**src/rtl/mc_pkg.sv**
```systemverilog
// mc_pkg: shared definitions for the multi-cycle MIPS-subset control sequencer.
//   - state_t and the FSM state constants (plain localparams so the encoding
//     stays fixed and visible in waveforms)
//   - opcode / funct field values
//   - ALUControl, PCSrc and ALUSrcB encodings
package mc_pkg;

  typedef logic [3:0] state_t;

  localparam state_t S_FETCH   = 4'd0;
  localparam state_t S_DECODE  = 4'd1;
  localparam state_t S_MEMADR  = 4'd2;
  localparam state_t S_MEMRD   = 4'd3;
  localparam state_t S_MEMWB   = 4'd4;
  localparam state_t S_MEMWR   = 4'd5;
  localparam state_t S_EXEC    = 4'd6;
  localparam state_t S_ALUWB   = 4'd7;
  localparam state_t S_ADDIEX  = 4'd8;
  localparam state_t S_ADDIWB  = 4'd9;
  localparam state_t S_BRANCH  = 4'd10;
  localparam state_t S_JUMP    = 4'd11;
  localparam state_t S_HALT    = 4'd12;
  localparam state_t S_ILLEGAL = 4'd13;

  // Opcode field, IR[31:26]
  localparam logic [5:0] OP_RTYPE = 6'b000000;
  localparam logic [5:0] OP_LW    = 6'b100011;
  localparam logic [5:0] OP_SW    = 6'b101011;
  localparam logic [5:0] OP_ADDI  = 6'b001000;
  localparam logic [5:0] OP_BEQ   = 6'b000100;
  localparam logic [5:0] OP_BNE   = 6'b000101;
  localparam logic [5:0] OP_J     = 6'b000010;
  localparam logic [5:0] OP_HALT  = 6'b111111;

  // Funct field, IR[5:0], for R-type
  localparam logic [5:0] FN_ADD = 6'b100000;
  localparam logic [5:0] FN_SUB = 6'b100010;
  localparam logic [5:0] FN_AND = 6'b100100;
  localparam logic [5:0] FN_OR  = 6'b100101;
  localparam logic [5:0] FN_SLT = 6'b101010;

  // Native ALU operation codes; the top zero-extends to ALUCTL_W
  localparam int         ALU_CODE_W = 4;
  localparam logic [3:0] ALU_ADD = 4'b0010;
  localparam logic [3:0] ALU_SUB = 4'b0110;
  localparam logic [3:0] ALU_AND = 4'b0000;
  localparam logic [3:0] ALU_OR  = 4'b0001;
  localparam logic [3:0] ALU_SLT = 4'b0111;

  localparam logic [1:0] PCSRC_ALU    = 2'b00;
  localparam logic [1:0] PCSRC_ALUOUT = 2'b01;
  localparam logic [1:0] PCSRC_JUMP   = 2'b10;

  localparam logic [1:0] SRCB_B     = 2'b00;
  localparam logic [1:0] SRCB_FOUR  = 2'b01;
  localparam logic [1:0] SRCB_IMM   = 2'b10;
  localparam logic [1:0] SRCB_IMMSH = 2'b11;

endpackage

```
**src/rtl/mc_alu_decode.sv**
```systemverilog
// mc_alu_decode: combinational R-type Funct -> ALU operation map.
// Ports:
//   funct    in  6  IR[5:0]
//   alu_ctl  out 4  ALU operation code (0000 when funct is unknown)
//   valid    out 1  funct is one of add/sub/and/or/slt
module mc_alu_decode
  import mc_pkg::*;
(
  input  logic [5:0] funct,
  output logic [3:0] alu_ctl,
  output logic       valid
);

  always_comb begin
    alu_ctl = 4'b0000;
    valid   = 1'b1;
    case (funct)
      FN_ADD:  alu_ctl = ALU_ADD;
      FN_SUB:  alu_ctl = ALU_SUB;
      FN_AND:  alu_ctl = ALU_AND;
      FN_OR:   alu_ctl = ALU_OR;
      FN_SLT:  alu_ctl = ALU_SLT;
      default: valid   = 1'b0;
    endcase
  end

endmodule

```
**src/rtl/mc_control_fsm.sv**
```systemverilog
// mc_control_fsm: multi-cycle Moore control sequencer for the MIPS-subset core.
// Parameters:
//   MEM_HANDSHAKE  1: FETCH/MEMRD/MEMWR wait for mem_ready; 0: mem_ready ignored
//   ALUCTL_W       width of ALUControl
//   CNT_W          width of the retired-instruction counter
// Ports:
//   clk, rst_n           clock, asynchronous active-low reset
//   Opcode, Funct        instruction fields from the IR
//   mem_ready            memory finishes the current access this cycle
//   mem_req, IorD        memory request and address select
//   MemWrite, IRWrite, PCWrite, RegWrite, Branch, BranchNe   enables
//   PCSrc, ALUSrcA, ALUSrcB, ALUControl, Mem2Reg, RegDst    datapath selects
//   halted, illegal      sticky trap status
//   retired              completed-instruction count (wraps)
module mc_control_fsm
  import mc_pkg::*;
#(
  parameter int MEM_HANDSHAKE = 1,
  parameter int ALUCTL_W      = 4,
  parameter int CNT_W         = 32
) (
  input  logic                clk,
  input  logic                rst_n,
  input  logic [5:0]          Opcode,
  input  logic [5:0]          Funct,
  input  logic                mem_ready,
  output logic                mem_req,
  output logic                IorD,
  output logic                MemWrite,
  output logic                IRWrite,
  output logic                PCWrite,
  output logic                RegWrite,
  output logic                Branch,
  output logic                BranchNe,
  output logic [1:0]          PCSrc,
  output logic                ALUSrcA,
  output logic [1:0]          ALUSrcB,
  output logic [ALUCTL_W-1:0] ALUControl,
  output logic                Mem2Reg,
  output logic                RegDst,
  output logic                halted,
  output logic                illegal,
  output logic [CNT_W-1:0]    retired
);

  state_t           state_reg, state_next;
  logic [CNT_W-1:0] retired_reg;

  logic       ready_eff;
  logic       retire_c;
  logic       mem_req_c, iord_c, memwrite_c, irwrite_c, pcwrite_c, regwrite_c;
  logic       branch_c, branchne_c, alusrca_c, mem2reg_c, regdst_c;
  logic [1:0] pcsrc_c, alusrcb_c;
  logic [3:0] alu_ctl_c;
  logic [3:0] fn_alu_ctl;
  logic       fn_valid;

  logic [ALUCTL_W-1:0] alu_ext;

  assign ready_eff = (MEM_HANDSHAKE == 0) ? 1'b1 : mem_ready;

  mc_alu_decode u_alu_decode (
    .funct   (Funct),
    .alu_ctl (fn_alu_ctl),
    .valid   (fn_valid)
  );

  // State and retired counter
  always_ff @(posedge clk or negedge rst_n) begin
    if (!rst_n) begin
      state_reg   <= S_FETCH;
      retired_reg <= '0;
    end else begin
      state_reg <= state_next;
      if (retire_c) begin
        retired_reg <= retired_reg + CNT_W'(1);
      end
    end
  end

  // Next-state and output decode
  always_comb begin
    state_next = state_reg;
    retire_c   = 1'b0;
    mem_req_c  = 1'b0;
    iord_c     = 1'b0;
    memwrite_c = 1'b0;
    irwrite_c  = 1'b0;
    pcwrite_c  = 1'b0;
    regwrite_c = 1'b0;
    branch_c   = 1'b0;
    branchne_c = 1'b0;
    pcsrc_c    = PCSRC_ALU;
    alusrca_c  = 1'b0;
    alusrcb_c  = SRCB_B;
    alu_ctl_c  = 4'b0000;
    mem2reg_c  = 1'b0;
    regdst_c   = 1'b0;

    case (state_reg)
      S_FETCH: begin
        mem_req_c = 1'b1;
        alusrcb_c = SRCB_FOUR;
        alu_ctl_c = ALU_ADD;
        if (ready_eff) begin
          irwrite_c  = 1'b1;
          pcwrite_c  = 1'b1;
          state_next = S_DECODE;
        end
      end
      S_DECODE: begin
        // ALU precomputes PC+4 + (imm<<2) so BRANCH can use ALU-out.
        alusrcb_c = SRCB_IMMSH;
        alu_ctl_c = ALU_ADD;
        case (Opcode)
          OP_LW, OP_SW:   state_next = S_MEMADR;
          OP_RTYPE:       state_next = S_EXEC;
          OP_ADDI:        state_next = S_ADDIEX;
          OP_BEQ, OP_BNE: state_next = S_BRANCH;
          OP_J:           state_next = S_JUMP;
          OP_HALT:        state_next = S_HALT;
          default:        state_next = S_ILLEGAL;
        endcase
      end
      S_MEMADR: begin
        alusrca_c  = 1'b1;
        alusrcb_c  = SRCB_IMM;
        alu_ctl_c  = ALU_ADD;
        state_next = (Opcode == OP_SW) ? S_MEMWR : S_MEMRD;
      end
      S_MEMRD: begin
        mem_req_c = 1'b1;
        iord_c    = 1'b1;
        if (ready_eff) begin
          state_next = S_MEMWB;
        end
      end
      S_MEMWB: begin
        regwrite_c = 1'b1;
        mem2reg_c  = 1'b1;
        state_next = S_FETCH;
        retire_c   = 1'b1;
      end
      S_MEMWR: begin
        mem_req_c = 1'b1;
        iord_c    = 1'b1;
        if (ready_eff) begin
          memwrite_c = 1'b1;
          state_next = S_FETCH;
          retire_c   = 1'b1;
        end
      end
      S_EXEC: begin
        alusrca_c  = 1'b1;
        alu_ctl_c  = fn_alu_ctl;
        // Unknown funct traps before any register write.
        state_next = fn_valid ? S_ALUWB : S_ILLEGAL;
      end
      S_ALUWB: begin
        regwrite_c = 1'b1;
        regdst_c   = 1'b1;
        state_next = S_FETCH;
        retire_c   = 1'b1;
      end
      S_ADDIEX: begin
        alusrca_c  = 1'b1;
        alusrcb_c  = SRCB_IMM;
        alu_ctl_c  = ALU_ADD;
        state_next = S_ADDIWB;
      end
      S_ADDIWB: begin
        regwrite_c = 1'b1;
        state_next = S_FETCH;
        retire_c   = 1'b1;
      end
      S_BRANCH: begin
        alusrca_c  = 1'b1;
        alu_ctl_c  = ALU_SUB;
        pcsrc_c    = PCSRC_ALUOUT;
        branch_c   = (Opcode == OP_BEQ);
        branchne_c = (Opcode == OP_BNE);
        state_next = S_FETCH;
        retire_c   = 1'b1;
      end
      S_JUMP: begin
        pcwrite_c  = 1'b1;
        pcsrc_c    = PCSRC_JUMP;
        state_next = S_FETCH;
        retire_c   = 1'b1;
      end
      S_HALT:    state_next = S_HALT;
      S_ILLEGAL: state_next = S_ILLEGAL;
      // Unused encodings trap rather than wander.
      default:   state_next = S_ILLEGAL;
    endcase
  end

  generate
    if (ALUCTL_W > ALU_CODE_W) begin : g_aluctl_wide
      assign alu_ext = {{(ALUCTL_W-ALU_CODE_W){1'b0}}, alu_ctl_c};
    end else begin : g_aluctl_narrow
      assign alu_ext = alu_ctl_c[ALUCTL_W-1:0];
    end
  endgenerate

  // Outputs are forced low combinationally while reset is held, so FETCH's
  // mem_req does not leak out before rst_n rises.
  assign mem_req    = rst_n & mem_req_c;
  assign IorD       = rst_n & iord_c;
  assign MemWrite   = rst_n & memwrite_c;
  assign IRWrite    = rst_n & irwrite_c;
  assign PCWrite    = rst_n & pcwrite_c;
  assign RegWrite   = rst_n & regwrite_c;
  assign Branch     = rst_n & branch_c;
  assign BranchNe   = rst_n & branchne_c;
  assign PCSrc      = rst_n ? pcsrc_c : 2'b00;
  assign ALUSrcA    = rst_n & alusrca_c;
  assign ALUSrcB    = rst_n ? alusrcb_c : 2'b00;
  assign ALUControl = rst_n ? alu_ext : '0;
  assign Mem2Reg    = rst_n & mem2reg_c;
  assign RegDst     = rst_n & regdst_c;
  assign halted     = rst_n & ((state_reg == S_HALT) | (state_reg == S_ILLEGAL));
  assign illegal    = rst_n & (state_reg == S_ILLEGAL);
  assign retired    = retired_reg;

endmodule
```
**config.mk**
```make
export PLATFORM = sky130hd
export DESIGN_NAME = mc_control_fsm
export DESIGN_NICKNAME = d
export VERILOG_FILES = /design/src/rtl/mc_pkg.sv /design/src/rtl/mc_alu_decode.sv /design/src/rtl/mc_control_fsm.sv
export SDC_FILE = /design/constraint.sdc
export NUM_CORES = 1
export LEC_CHECK = 0
export CAP_MARGIN = 30
export CORE_MARGIN = 5
export CORE_UTILIZATION = 36
export CTS_CLUSTER_DIAMETER = 80
export DETAILED_ROUTE_END_ITERATION = 16
export GPL_TIMING_DRIVEN = 1
export PLACE_DENSITY = 0.63
export REMOVE_ABC_BUFFERS = 1
export SLEW_MARGIN = 20
export SYNTH_ARGS = -nofsm -noshare
export SYNTH_HDL_FRONTEND = slang
export SYNTH_HIERARCHICAL = 1
export SYNTH_SLANG_ARGS = --single-unit
```
**constraint.sdc**
```tcl
create_clock -name clk -period 2 [get_ports clk]
set_input_delay 0.4 -clock clk [delete_from_list [all_inputs] [get_ports clk]]
set_output_delay 0.4 -clock clk [all_outputs]
set_load 0.005 [all_outputs]
```
==> summary.md, run 1 <==
| Metric | Value |
|---|---|
| Status | `finished, violations left` |
| Failing checks | `negative setup slack` |
| Sink Count | `36` |
| Clock-pin transition on the worst setup and hold timing paths | `roughly 0.060 ns` |
| Max reg flops | `32` |
| Crit path required time | `around 1.6 ns` |
| Setup violators final | `9` |
| Number of synthesized flops with an enable pin | `0` |
| H-tree levels | `2` |
| Fraction of registers with async set or reset after synthesis | `between 90% and 100%` |
| CP Class | `reg -> out` |
| Layout Skew | `roughly 0.0088 ns` |
| Global route overflow | `0` |
| Reg-to-Reg End | `retired[16]` |
| Mapped Avg Cell Area | `about 8.9 sq um` |
| Post-layout util | `between 50% and 60%` |
| Crit Path Max Fanout | `6` |
| Commonest cells post-synth | `dfrtp_1 (36), nand2_1 (29), nor2_1 (29)` |
| Post-synthesis register bit count | `36` |
| Net Sw Frac | `22.9%` |
| Number of diodes | `0` |
| Max clock buf depth | `2` |
| Gate power share | `about a tenth` |
| Psw | `around 310 uW` |
| PortBufs | `between 60 and 70` |
| Crit path launch type | `register` |
| Die Y-Extent | `approximately 90 um` |
| Share of cells above drive strength 1 | `33.9%` |
| Post-synthesis sequential area ratio | `39.5%` |
| Power density cells | `approximately 360 mW/mm^2` |
| CTS Buf Count | `5` |
| CTS root buf | `clkbuf_8` |
| Setup WS post-layout | `-0.215 ns` |
| I/O pin count | `68` |
| Largest net degree at the start of global routing | `33` |
| Crit end category | `primary output` |
| Arr. time, crit path | `approximately 1.8 ns` |
| Worst r2r src | `state_reg[3]` |
| Reg power frac | `approximately 54%` |
| Core Area | `~0.0062 sq mm` |
| Synth area leaders | `dfrtp_1 (39%), xor2_1 (6.9%), xnor2_1 (6.1%)` |
| CTS tree | `built` |
| Fin. Hold Viols | `0` |
| TritonRoute pass-1 iters | `4` |
| Routed Antenna Nets | `0` |
| DP HPWL | `about 4800 um` |
| Mapped Area | `0.00228 sq mm` |
| Final setup TNS | `-0.580 ns` |
| Most numerous cell in the Yosys netlist | `dfrtp_1` |
| Vias | `2317` |
| Post-synth cell types | `52` |
| Gate Count Post-Synth | `256` |
| Die Wd | `~90 um` |
| Largest area contributor in the netlist | `dfrtp_1` |
| Hold slack | `roughly 0.22 ns` |
| NumNets Final | `397` |
| Via density | `around 5` |
| Overall die area | `~0.0080 sq mm` |
| Hold Crit Class | `in -> async` |
| Multi-input logic area | `~0.0015 sq mm` |
| Reg2reg path depth | `8` |
| R2R Setup Slk | `-0.04 ns` |
| First-pass GRT wire length | `between 10000 and 15000 um` |
| Initial DRC count | `around 40` |
| Int Pwr | `a little over 1 mW` |
| GRT Total Usage | `about 17%` |
| Tcrit/Tclk final | `111%` |
| FF/Latch Area | `approximately 900 sq um` |
| Clock Power Share | `between 30% and 40%` |
| Worst-Skew Late Latency | `0.29 ns` |
| Number of global-route vias before repair | `around 2300` |
| Leak | `roughly 1.8 nW` |
| Post-synth top flop | `dfrtp_1` |
| Overall power | `around 1.3 mW` |
| RSZ-0062 raised after global routing | `yes` |
| Gpl congestion | `0.834` |
| Drt wl/cell | `around 15 um` |
| Placement Rows | `29` |
| Antenna violations before repair | `0` |
| Count of pins over their slew limit | `0` |
| Synth top area share | `39.5%` |
| Peak VDD IR | `0.364 mV` |
| Initial Util | `a little over a third` |
| Final WL | `a little under 7000 um` |
| Min Tclk post-route | `roughly 2.2 ns` |
| DRC Markers | `0` |
| Filler Cells Inserted | `around 560` |
| Area growth, synth to finish | `63.9%` |
| MaxCap Viol Count | `0` |
| Synth Warn # | `6` |
| Max Clk Rate | `approximately 450 MHz` |
-- logic make-up (layout without fill, tap and decap cells) --
kind of cell,after synthesis,in the layout,share of synthesized area (%)
xor+xnor,34,34,13.1
buf+inv,18,143,4.22
flops,36,36,39.5
mux,2,2,0.987
compound gates,25,25,7.13
simple gates,138,138,34.0
other cells,1,1,0.164
fa+ha+maj,2,2,0.987
-- metal layers --
metal	global-route usage (%)	part of all wire (%)	vias up
li1	-	-	1140
met3	4.38	4.1	12
met1	19.8	41	1124
met5	0	0	-
met2	29.5	53	41
met4	5.55	2.0	0
-- worst max path at each step --
stage	to	from	slack (ns)	cells after the start
6_report	PCWrite	state_reg[3]	-0.21	4
5_1_grt	PCWrite	state_reg[2]	-0.31	5
4_1_cts	PCWrite	state_reg[2]	-0.23	5
3_5_place_dp	ALUControl[1]	Funct[4]	-0.51	7
3_3_place_gp	ALUControl[1]	Funct[4]	-0.47	7
2_1_floorplan	retired[26]	state_reg[1]	0.06	5
-- cells in the final DEF, fill, tap and decap left out, drive strengths merged, types with 6 or more instances in the layout --
cell type / n
a21oi: 7
and3: 8
buf: 74
clkbuf: 7
clkdlybuf4s50: 37
dfrtp: 36
dlygate4sd2: 13
nand2: 29
nand3: 15
nand4: 6
nor2: 29
nor2b: 8
nor3: 9
o21ai: 6
xnor2: 16
xor2: 18
-- area by class of cell --
type | instances | area share [%]
multi-input combinational | 202 | 40.2
timing repair buffer | 132 | 30.6
inverter | 4 | 0.402
tap | 77 | 2.58
sequential | 36 | 24.2
clock inverter | 1 | 0.134
clock buffer | 6 | 1.94
-- worst max-delay path: stages (launching register included) --
cell	delay, ns
dfrtp_2	0.45
or2_2	0.35
nor2_2	0.12
or2_2	0.11
clkdlybuf4s50_1	0.51
-- what timing repair did --
item                       in CTS  in global routing
pin swaps                      11                 19
cloned                          0                  0
setup endpoints to repair      20                 33
hold buffers                    0                  0
resized for setup              66                 43
buffers inserted               14                  2
-- metrics by stage --
step           cells  cell area [sq um]  worst slack [ns]
2_1_floorplan    242               2200            0.0551
6_report         458               3740            -0.215
3_3_place_gp     436               3350            -0.473
4_1_cts          456               3580            -0.229
3_5_place_dp     436               3350            -0.507
5_1_grt          458               3740            -0.308
-- power groups by stage --
stage	Sequential, mW	Combinational, mW	Clock, mW
after floorplan	0.742	0.0249	0
after global routing	0.727	0.146	0.528
final	0.728	0.134	0.479
after CTS	0.728	0.128	0.497
after global placement	0.742	0.117	0
after detailed placement	0.742	0.119	0
Power figures use the tool's default switching activity.
==> run 2, diff against run 1 <==
Settings changed: CORE_UTILIZATION 36 to 48, PLACE_DENSITY 0.63 to 0.8, SKIP_CTS_REPAIR_TIMING set to 1, SYNTH_HIERARCHICAL 1 to unset.
==> run 2 against run 1 <==
Effect of this change:
- the flow still finishes with violations (negative setup slack)
- first-iteration DRC count increased to 3.0 times the previous value
- critical path type unchanged
- global-route usage increased by 3.4 points
- combinational power decreased by 16%
- die area decreased by 22%
- power increased by 9.6%
- clock skew decreased by 0.0026 ns
- fmax decreased by 2.5%
- largest power group unchanged
- worst hold slack got worse by 0.13 ns
- critical path depth increased by 2
==> summary.md, run 2 <==
| Metric | Value |
|---|---|
| Crit path required time | `1.60 ns (about the same)` |
| Largest area contributor in the netlist | `dfrtp_1 (unchanged)` |
| TritonRoute pass-1 iters | `4 (unchanged)` |
| Failing checks | `negative setup slack (unchanged)` |
| FF/Latch Area | `903 sq um (unchanged)` |
| Status | `finished, violations left (unchanged)` |
| Power density cells | `421 mW/mm^2 (was 359 mW/mm^2)` |
| Sink Count | `36 (unchanged)` |
| Antenna violations before repair | `0 (unchanged)` |
| Multi-input logic area | `0.00140 sq mm (was 0.00150 sq mm)` |
| Mux share of post-synthesis cell area | `0.975% (was 0.987%)` |
| Min Tclk post-route | `2.27 ns (was 2.21 ns)` |
| Leak | `1.80 nW (was 1.77 nW)` |
| Max clock buf depth | `2 (unchanged)` |
| DRC Markers | `0 (unchanged)` |
| Complex-gate fraction of the synthesized area | `8.72% (was 7.13%)` |
| Mapped Area | `0.00231 sq mm (was 0.00228 sq mm)` |
| Layout Skew | `0.00615 ns (was 0.00877 ns)` |
| Core Area | `0.00469 sq mm (was 0.00624 sq mm)` |
| Fin. Hold Viols | `0 (unchanged)` |
| Max Clk Rate | `440 MHz (was 452 MHz)` |
| Max reg flops | `32 (unchanged)` |
| Peak VDD IR | `0.437 mV (was 0.364 mV)` |
| CP bufs+invs | `3 (was 1)` |
| Initial DRC count | `124 (was 41)` |
| NumNets Final | `367 (was 397)` |
| Die Wd | `79.4 um (was 89.6 um)` |
| Synth area leaders | `dfrtp_1 (39%), xor2_1 (11%), nor4_1 (4.3%) (was dfrtp_1 (39%), xor2_1 (6.9%), xnor2_1 (6.1%))` |
| Largest net degree at the start of global routing | `33 (unchanged)` |
| First-pass GRT wire length | `10300 um (was 10500 um)` |
| Commonest non-fill, non-tap cell in the layout | `clkdlybuf4s50_1 (was buf_4)` |
| Drt wl/cell | `15.8 um (was 14.8 um)` |
| Count of pins over their slew limit | `0 (unchanged)` |
| Tcrit/Tclk final | `114% (was 111%)` |
| Post-synthesis sequential area ratio | `39.0% (was 39.5%)` |
| Gate Count Post-Synth | `253 (was 256)` |
| Worst slew pin tran | `just under 0.5 ns` |
| Die Y-Extent | `79.4 um (was 89.6 um)` |
| Setup violators final | `8 (was 9)` |
| Mapped Avg Cell Area | `9.13 sq um (was 8.91 sq um)` |
| Area growth, synth to finish | `50.9% (was 63.9%)` |
| Global route overflow | `0 (unchanged)` |
| RSZ-0062 raised after global routing | `yes (unchanged)` |
| Overall power | `1.47 mW (was 1.34 mW)` |
| DP HPWL | `4690 um (was 4780 um)` |
| Vias | `2306 (was 2317)` |
| PortBufs | `66 (unchanged)` |
| Net Sw Frac | `21.2% (was 22.9%)` |
| Number of diodes | `0 (unchanged)` |
| Number of global-route vias before repair | `2166 (was 2288)` |
| Filler Cells Inserted | `339 (was 559)` |
| Post-synth cell types | `47 (was 52)` |
| CP Class | `reg -> out (unchanged)` |
| Post-Place Cells | `396 (was 436)` |
| Most frequent cells in the layout | `clkdlybuf4s50_1 (50), buf_4 (38), dfrtp_1 (34), xor2_1 (29) (was buf_4 (59), clkdlybuf4s50_1 (37), dfrtp_1 (34), nand2_1 (26), nor2_1 (19))` |
| GRT Total Usage | `20.2% (was 16.8%)` |
| Hold Crit Class | `in -> async (unchanged)` |
| Crit-path slowest cell | `clkdlybuf4s50_1 (unchanged)` |
| Final WL | `6410 um (was 6800 um)` |
| Synth Area in XOR/XNOR | `13.3% (was 13.1%)` |
| Arr. time, crit path | `1.87 ns (was 1.81 ns)` |
| MaxCap Viol Count | `0 (unchanged)` |
| Top cell family by delay on the critical path | `buffers and inverters (was simple AND/OR/NAND/NOR gates)` |
| CTS root buf | `clkbuf_8 (unchanged)` |
| Placement Rows | `25 (was 29)` |
| Commonest cells post-synth | `dfrtp_1 (36), xor2_1 (30), nand2_1 (19), nor3_1 (19), nor4_1 (16) (was dfrtp_1 (36), nand2_1 (29), nor2_1 (29))` |
| Int Pwr | `1.16 mW (was 1.03 mW)` |
| Synth Warn # | `0 (was 6)` |
| Overall die area | `0.00630 sq mm (was 0.00803 sq mm)` |
| Fraction of registers with async set or reset after synthesis | `100% (unchanged)` |
| Via density | `5.68 (was 5.06)` |
| H-tree levels | `2 (unchanged)` |
| CP peak stage delay | `0.48 ns (was 0.51 ns)` |
| Number of synthesized flops with an enable pin | `0 (unchanged)` |
| Main combinational cell family by area after synthesis | `simple AND/OR/NAND/NOR gates (unchanged)` |
| Most numerous cell in the Yosys netlist | `dfrtp_1 (unchanged)` |
| Synth Area in Simple Gates | `32.6% (was 34.0%)` |
| Post-Synth Adder-Cell Area | `0.541% (was 0.987%)` |
| Layout Cells excl Fill | `406 (was 458)` |
| CP cell instances | `inv_2 > nor3_2 > buf_4 > and3_4 > or2_2 > clkdlybuf4s50_1 (was or2_2 > nor2_2 > or2_2 > clkdlybuf4s50_1)` |
| Psw | `311 uW (was 307 uW)` |
| Post-synthesis register bit count | `36 (unchanged)` |
| Setup WS post-layout | `-0.271 ns (was -0.215 ns)` |
| Initial Util | `49.3% (was 36.5%)` |
| Crit path launch type | `register (unchanged)` |
| Gate power share | `7.7% (was 10.0%)` |
| Crit end category | `primary output (unchanged)` |
| Crit Path Max Fanout | `4 (was 6)` |
| CTS Buf Count | `5 (unchanged)` |
| Synth top area share | `39.0% (was 39.5%)` |
| I/O pin count | `68 (unchanged)` |
| Clock-pin transition on the worst setup and hold timing paths | `0.07 ns (was 0.06 ns)` |
| Gpl congestion | `0.847 (was 0.834)` |
| Share of cells above drive strength 1 | `22.2% (was 33.9%)` |
| Clock Power Share | `42.8% (was 35.7%)` |
| CTS tree | `built (unchanged)` |
| Worst-Skew Late Latency | `0.29 ns (about the same)` |
| Post-synth top flop | `dfrtp_1 (unchanged)` |
| Worst slew margin | `roughly two thirds` |
| Routed Antenna Nets | `0 (unchanged)` |
| Reg power frac | `49.5% (was 54.3%)` |
-- run 2: changes by cell type after synthesis, sizes merged, moves of 4 or more --
| cell | previous run | this run |
|---|---|---|
| and3 | 8 | 14 |
| nand2 | 29 | 19 |
| nand3 | 15 | 11 |
| nor2 | 29 | 10 |
| nor3 | 9 | 19 |
| nor4 | 4 | 16 |
| xnor2 | 16 | 5 |
| xor2 | 18 | 30 |
-- run 2: cells by family (layout without fill, tap and decap cells) --
| logic type | Yosys count | count (layout) |
|---|---|---|
| flops | 36 | 36 |
| other cells | 1 | 1 |
| mux | 2 | 2 |
| simple gates | 130 | 130 |
| xor+xnor | 35 | 35 |
| fa+ha+maj | 1 | 1 |
| buf+inv | 21 | 120 |
| compound gates | 27 | 27 |
-- run 2: layer usage --
| layer | GRT usage, % | vias to the layer above | part of all wire, % |
|---|---|---|---|
| li1 | - | 1127 | - |
| met1 | 27.7 | 1110 | 44 |
| met2 | 32.6 | 60 | 50 |
| met3 | 4.63 | 9 | 5.0 |
| met4 | 4.47 | 0 | 0.75 |
| met5 | 0 | - | 0 |
-- run 2: area by class of cell --
| type | instances | area share, % |
|---|---|---|
| Clock buffer | 6 | 2.08 |
| Clock inverter | 2 | 1.00 |
| Inverter | 7 | 0.753 |
| Multi-Input combinational cell | 196 | 40.1 |
| Sequential cell | 36 | 25.9 |
| Tap cell | 54 | 1.94 |
| Timing Repair Buffer | 105 | 28.2 |
-- run 2: through the flow --
step                      TNS (ns)  instance area (sq um)  util, %  setup WS (ns)  hold slack (ns)
after floorplan                  0                   2230        -         0.0207            0.104
after global placement       -5.49                   3240     69.1         -0.327            0.397
after detailed placement     -6.05                   3240     69.1         -0.371            0.387
after CTS                    -5.65                   3350     71.4         -0.393           0.0838
after global routing         -2.43                   3490     74.3         -0.349            0.104
final                        -1.75                   3490     74.3         -0.271           0.0914
-- run 2: power by group through the flow --
stage / registers, mW / logic, mW / clock network (mW)
detailed placement: 0.742 / 0.106 / 0
finish: 0.728 / 0.113 / 0.628
global placement: 0.742 / 0.103 / 0
floorplan: 0.742 / 0.0222 / 0
CTS: 0.728 / 0.106 / 0.630
global route: 0.727 / 0.123 / 0.673
-- run 2: worst paths after layout --
check / start / endpoint / slack, ns / cells after the start
max: state_reg[1] / PCWrite / -0.27 / 6
min: rst_n / state_reg[3] / 0.09 / 2
max reg2reg: state_reg[1] / retired[14] / 0.09 / 6
min reg2reg: retired[31] / retired[31] / 0.48 / 1
max in group asynchronous: rst_n / retired[1] / 1.31 / 3
min in group clk: retired[31] / retired[31] / 0.48 / 1
